--- src/rtl/dmem_arbiter.sv ---
// dmem_arbiter: two-port round-robin arbiter and sequencer for the 128x32
// data memory. Port 0 is the load/store unit, port 1 the loader/debug port.
// Each transaction takes three cycles: accept, memory strobe, response.
// Build option: define DMEM_ARB_STATS_EN to add the CNT_W parameter and the
// saturating per-port accept counters stat_cnt0/stat_cnt1.
module dmem_arbiter #(
    parameter int ADDR_W = 7,
    parameter int DATA_W = 32
`ifdef DMEM_ARB_STATS_EN
    ,
    parameter int CNT_W  = 16
`endif
) (
    input  logic              clk,
    input  logic              rst_n,
    input  logic              req0_valid,
    output logic              req0_ready,
    input  logic              req0_we,
    input  logic [ADDR_W-1:0] req0_addr,
    input  logic [DATA_W-1:0] req0_wdata,
    output logic              rsp0_valid,
    output logic [DATA_W-1:0] rsp0_rdata,
    input  logic              req1_valid,
    output logic              req1_ready,
    input  logic              req1_we,
    input  logic [ADDR_W-1:0] req1_addr,
    input  logic [DATA_W-1:0] req1_wdata,
    output logic              rsp1_valid,
    output logic [DATA_W-1:0] rsp1_rdata,
    output logic [ADDR_W-1:0] mem_addr,
    output logic              mem_wr,
    output logic              mem_rd,
    output logic [DATA_W-1:0] mem_wr_data,
    input  logic [DATA_W-1:0] mem_read_data
`ifdef DMEM_ARB_STATS_EN
    ,
    output logic [CNT_W-1:0]  stat_cnt0,
    output logic [CNT_W-1:0]  stat_cnt1
`endif
);

    typedef enum logic [1:0] {
        IDLE,
        ISSUE,
        RESP
    } state_t;

    state_t state;
    logic   owner;
    logic   is_write;
    logic   last_grant;
    logic   grant0;
    logic   grant1;
    logic   accept;
    logic   winner;

    // Round-robin choice: a lone requester always wins; on a tie the port
    // that did not win last time goes first.
    always_comb begin
        grant0 = 1'b0;
        grant1 = 1'b0;
        if (req0_valid && req1_valid) begin
            grant0 = last_grant;
            grant1 = ~last_grant;
        end else begin
            grant0 = req0_valid;
            grant1 = req1_valid;
        end
    end

    assign req0_ready = (state == IDLE) & grant0;
    assign req1_ready = (state == IDLE) & grant1;
    assign accept     = req0_ready | req1_ready;
    assign winner     = req1_ready;

    // Sequencer: latch the winning command, strobe the memory for one cycle,
    // then spend one cycle presenting the response before going idle again.
    always_ff @(posedge clk) begin
        if (!rst_n) begin
            state       <= IDLE;
            owner       <= 1'b0;
            is_write    <= 1'b0;
            last_grant  <= 1'b1;
            mem_addr    <= '0;
            mem_wr_data <= '0;
            mem_wr      <= 1'b0;
            mem_rd      <= 1'b0;
        end else begin
            case (state)
                IDLE: begin
                    if (accept) begin
                        owner       <= winner;
                        last_grant  <= winner;
                        mem_addr    <= winner ? req1_addr  : req0_addr;
                        mem_wr_data <= winner ? req1_wdata : req0_wdata;
                        is_write    <= winner ? req1_we    : req0_we;
                        mem_wr      <= winner ? req1_we    : req0_we;
                        mem_rd      <= winner ? ~req1_we   : ~req0_we;
                        state       <= ISSUE;
                    end
                end
                ISSUE: begin
                    mem_wr <= 1'b0;
                    mem_rd <= 1'b0;
                    state  <= RESP;
                end
                RESP: begin
                    state <= IDLE;
                end
                default: begin
                    state <= IDLE;
                end
            endcase
        end
    end

    // Responses come purely from registered state, so nothing on the request
    // side can reach them combinationally; writes answer with zero data.
    assign rsp0_valid = (state == RESP) & ~owner;
    assign rsp1_valid = (state == RESP) & owner;
    assign rsp0_rdata = (rsp0_valid & ~is_write) ? mem_read_data : '0;
    assign rsp1_rdata = (rsp1_valid & ~is_write) ? mem_read_data : '0;

`ifdef DMEM_ARB_STATS_EN
    // Per-port accept counters that stick at all-ones instead of wrapping.
    always_ff @(posedge clk) begin
        if (!rst_n) begin
            stat_cnt0 <= '0;
            stat_cnt1 <= '0;
        end else begin
            if (req0_ready && req0_valid && (stat_cnt0 != '1)) begin
                stat_cnt0 <= stat_cnt0 + 1'b1;
            end
            if (req1_ready && req1_valid && (stat_cnt1 != '1)) begin
                stat_cnt1 <= stat_cnt1 + 1'b1;
            end
        end
    end
`endif

endmodule

--- config.mk ---
export PLATFORM = sky130hd
export DESIGN_NAME = dmem_arbiter
export DESIGN_NICKNAME = d
export VERILOG_FILES = /design/src/rtl/dmem_arbiter.sv
export SDC_FILE = /design/constraint.sdc
export NUM_CORES = 1
export LEC_CHECK = 0
export ABC_AREA = 1
export BUFFER_PORTS_ARGS = -buffer_cell sky130_fd_sc_hd__buf_2
export CAP_MARGIN = 20
export CORE_AREA = 2 2 88 90
export CTS_CLUSTER_DIAMETER = 40
export DETAILED_ROUTE_END_ITERATION = 6
export DIE_AREA = 0 0 90 92
export GPL_TIMING_DRIVEN = 0
export MAX_ROUTING_LAYER = met4
export PLACE_DENSITY = 0.77
export SYNTH_ARGS = -nofsm -noshare
export SYNTH_HDL_FRONTEND = slang
export SYNTH_SLANG_ARGS = --single-unit
--- constraint.sdc ---
create_clock -name clk -period 2.2 [get_ports clk]
set_input_delay 0.11 -clock clk [delete_from_list [all_inputs] [get_ports clk]]
set_output_delay 0.11 -clock clk [all_outputs]
set_load 0.02 [all_outputs]
# After elaboration in Yosys (flattened, before gate mapping)
# Index checks and enable logic that the tools add are counted.
# op_classes
bitwise	12
mux	14
eq_ne	3
reduce_logical	5
# ops
op	n
$mux W32	3
$mux W7	1
$and A1 B1 Y1	6
$mux W1	6
$not A1 Y1	5
$pmux W1 S2	2
$pmux W2 S2	1
$reduce_and A2 Y1	2
$eq A2 B1 Y1 const B	1
$eq A2 B2 Y1 const B	1
$logic_not A2 Y1	1
$mux W2	1
$ne A2 B2 Y1 const B	1
$reduce_bool A2 Y1	1
$logic_and A1 B1 Y1	1
$or A1 B1 Y1	1
# word_totals
out_inout_bits	109
word_cells	42
ff_bits	46
input_bits	116

# Logic depth before layout (Yosys ltp)
# depth
word_depth	6
ltp_mapped	7
depth_no_buf	6

# Worst setup path after synthesis
# No wires, ideal clock.
# synth_path
path_type	flip-flop to output port
from	register state[1]
to	output rsp1_rdata[0]
path_slack_ns	0.588
t_required_ns	2.090
arrival_time_ns	1.502
stages_incl_launch_ff	6
n_path_buf	1
cell_sequence	dfxtp_1 > inv_1 > nor3b_2 > nand2_1 > buf_6 > nor2_1
# synth_via
elab_chain_len	4
# synth_rtl
element	line_no	text
from (decl)	48	state_t state;
from (signal assigned)	80	state <= IDLE;
from (signal assigned)	99	state <= ISSUE;
from (signal assigned)	105	state <= RESP;
$eq A2 B2 Y1	120	assign rsp1_valid = (state == RESP) & owner;
$and A1 B1 Y1	120	
named net rsp1_valid	28	output logic rsp1_valid,
$and A1 B1 Y1	122	assign rsp1_rdata = (rsp1_valid & ~is_write) ? mem_read_data : '0;
$mux W32	122	
to (decl)	29	output logic [DATA_W-1:0] rsp1_rdata,
# The timed path passes the listed nets, and every way through them passes these cells.

# Final worst setup path
# layout_path
from	register state[1]
to	output rsp1_rdata[9]
# layout_via
elab_chain_len	4
# layout_rtl
element	line_no
$eq A2 B2 Y1	120
$and A1 B1 Y1	120
$and A1 B1 Y1	122
$mux W32	122
# Every way passes these cells.

==> metrics <==
Final GP Congestion=0.892; WHS Path Cells=3; reg-to-reg endpoint=mem_wr_data[24]; main area contributors after synthesis=dfxtp_1, o21ai_1, nand2_1, inv_1, nor2_1; FF/Latch Area=921 sq um; unrepaired setup endpoints after global routing=false; Final HPWL DP=7380 um; Comb pwr share=31.6%; Sw Ratio=34.0%; critical path endpoint category=primary output; antenna violations before repair=0; syn_nets=514; post-CTS setup buffer count=0; post-synth cell types=19; Pint=1.49 mW; final setup vio count=0; Worst Path Max Fanout=10; final WL=8880 um; H-Tree Depth=2; post-CTS sizing=0; TritonRoute pass-1 iters=4; DRT antenna net count=0; DR iter-0 viols=49; CTS Buf Count=5; CTS max path bufs=2; Worst R2R Path Depth=5; post-route cell area=3880 sq um; Critical-path top delay cell=dfxtp_1; placed cell areas=3780 sq um; Top delay family on crit path=simple AND/OR/NAND/NOR gates; fmax=566 MHz; TritonCTS Sinks=46; Ys Warns=0; share of cells above drive strength 1=41.7%; DR vias/cell=4.37; Fin Hold WS=0.0736 ns; CTS Root Cell=clkbuf_8; clock latency at the later pin of the worst-skew pair=0.30 ns; CP cell instances=inv_1 -> nor3b_2 -> nand2_1 -> buf_6 -> nor2_1 -> buf_2; vias in the first global route=3006; multi-input logic area=1100 sq um; CP arrival=1.66 ns; worst slack, placed=0.742 ns; CTS tree=yes; fin crit share=80.2%; Port Buf Inserts=223; FILL cells=789; Boundary Pins=225; r2r setup slk=0.85 ns; Yosys top cell area share=36.3%; All-Layer GR Usage=21.5%; setup TNS=0 ns; switching power=771 uW; required time of the critical path=2.09 ns; status=finished, final reports clean; first-pass GRT wire length=14100 um; maximum VDD drop=324 uV; reg-to-reg critical path startpoint=state[0]; Tmin final=1.77 ns; PD cells=583 nW/um^2; post-detailed-route DRC marker count=0; max-cap violations=0; largest net degree at the start of global routing=15; Clock Pin Slew Worst Setup and Hold Paths=0.09 ns; hold path startpoint=req1_wdata[11]; Mean Syn Cell Area=6.37 sq um; Die Area=8280 sq um; Wirelength per Cell=12.1 um; Lkg Pwr=2.48 nW; worst hold endpoint=mem_wr_data[11]; critical path's largest stage delay=0.38 ns; Worst Tran Pin Value=0.257 ns; Die X=90 um; row cnt=32; final hold vios=0; Synth area leader=dfxtp_1; Rel. slew slack=82.8%; crit path kind=reg -> out; Syn Std Cell Area=2530 sq um; diode count=0; sequential share of the synthesized area=36.3%; P&R area growth vs syn=53.2%; Mapped Cells=398; fin. max-slew vios=0; via count=3198; Seq pwr share=43.0%; Worst Hold Class=in -> reg; clk_skew=0.00932 ns; Nets=744; Setup crit start kind=register; core area=7450 sq um; GRT overflow=0; CTS Hold Bufs=0; DIE HEIGHT=92 um; Final Util=52.1%; CP Buf/Inv Count=3; register bit total from synthesis=46; Final WS setup=0.435 ns; Clock power frac=25.4%; initial core utilization=34.0%
-- sequential cells by signal (all words and copies together) (netlist names) --
register     cells
mem_rd           1
mem_wr           1
last_grant       1
owner            1
is_write         1
mem_wr_data     32
mem_addr         7
state            2
-- layer usage --
metal | share of wire, % | vias to the layer above | track usage [%]
met2 | 51 | 138 | 38.9
met1 | 39 | 1391 | 23.3
li1 | - | 1654 | -
met3 | 8.2 | 15 | 5.34
met4 | 2.2 | 0 | 6.54
met5 | 0 | - | -
-- power groups by stage --
| stage | logic, mW | registers (mW) | clock network, mW |
|---|---|---|---|
| 6_report | 0.715 | 0.974 | 0.575 |
| 5_1_grt | 0.792 | 0.985 | 0.621 |
| 4_1_cts | 0.723 | 0.974 | 0.589 |
| 3_5_place_dp | 0.721 | 0.991 | 0 |
| 3_3_place_gp | 0.707 | 0.990 | 0 |
| 2_1_floorplan | 0.329 | 1.09 | 0 |
-- layout by cell type, fill, tap and decap left out --
master    netlist  layout
buf_2           6     229
nand2_1        84      84
inv_1          80      80
o21ai_1        70      70
nor2_1         65      65
dfxtp_1        46      46
buf_6          13      13
a21oi_1        11      11
o21ai_0         8       8
clkbuf_8        0       7
inv_2           3       3
buf_4           3       3
nor2_4          2       2
nand3_4         1       1
nor3b_2         1       1
nor3_2          1       1
o21ai_4         1       1
nand4_1         1       1
nand3_1         1       1
o211ai_1        1       1
clkinv_4        0       1
-- synth_stat cells (all sizes together) --
master and n:
inv 83, buf 22, o211ai 1, nand3 2
nand2 84, nor3 1, nor2 67, nand4 1
nor3b 1, a21oi 11, o21ai 79, dfxtp 46
-- how the worst max path moves through the flow --
stage	from	to	slack [ns]	depth (start not counted)
after floorplan	state[1]	rsp1_rdata[0]	0.59	5
after global placement	state[1]	rsp1_rdata[9]	0.77	6
after detailed placement	state[1]	rsp1_rdata[9]	0.74	6
after CTS	state[1]	rsp1_rdata[9]	0.42	6
after global routing	state[1]	rsp1_rdata[6]	0.31	6
final	state[1]	rsp1_rdata[9]	0.43	6
-- cells by family (layout without fill, tap and decap cells) --
group	Yosys count	in the layout	share of synthesized area (%)
AO/OA/AOI/OAI	91	91	18.5
buffers and inverters	105	336	20.1
flip-flops	46	46	36.3
AND/OR/NAND/NOR	156	156	25.0
-- stage by stage --
stage / total power [mW] / cells
after detailed placement: 1.71 / 723
after global placement: 1.70 / 723
final: 2.26 / 731
after global routing: 2.40 / 731
after CTS: 2.29 / 731
after floorplan: 1.42 / 398
-- worst min-delay path, delay by kind of cell --
kind	cells	cell delay (ns)
compound gates	2	0.16
buf+inv	1	0.07
-- layout make-up --
| cell class | count | area share, % |
|---|---|---|
| multi-input cells | 247 | 28.4 |
| plain buffers | 22 | 5.12 |
| clock buffers | 7 | 2.48 |
| inverters | 83 | 8.02 |
| repair buffers | 223 | 28.7 |
| clock inverters | 1 | 0.226 |
| well taps | 102 | 3.29 |
| flip-flops and latches | 46 | 23.7 |
(Power assumes the default switching activity.)
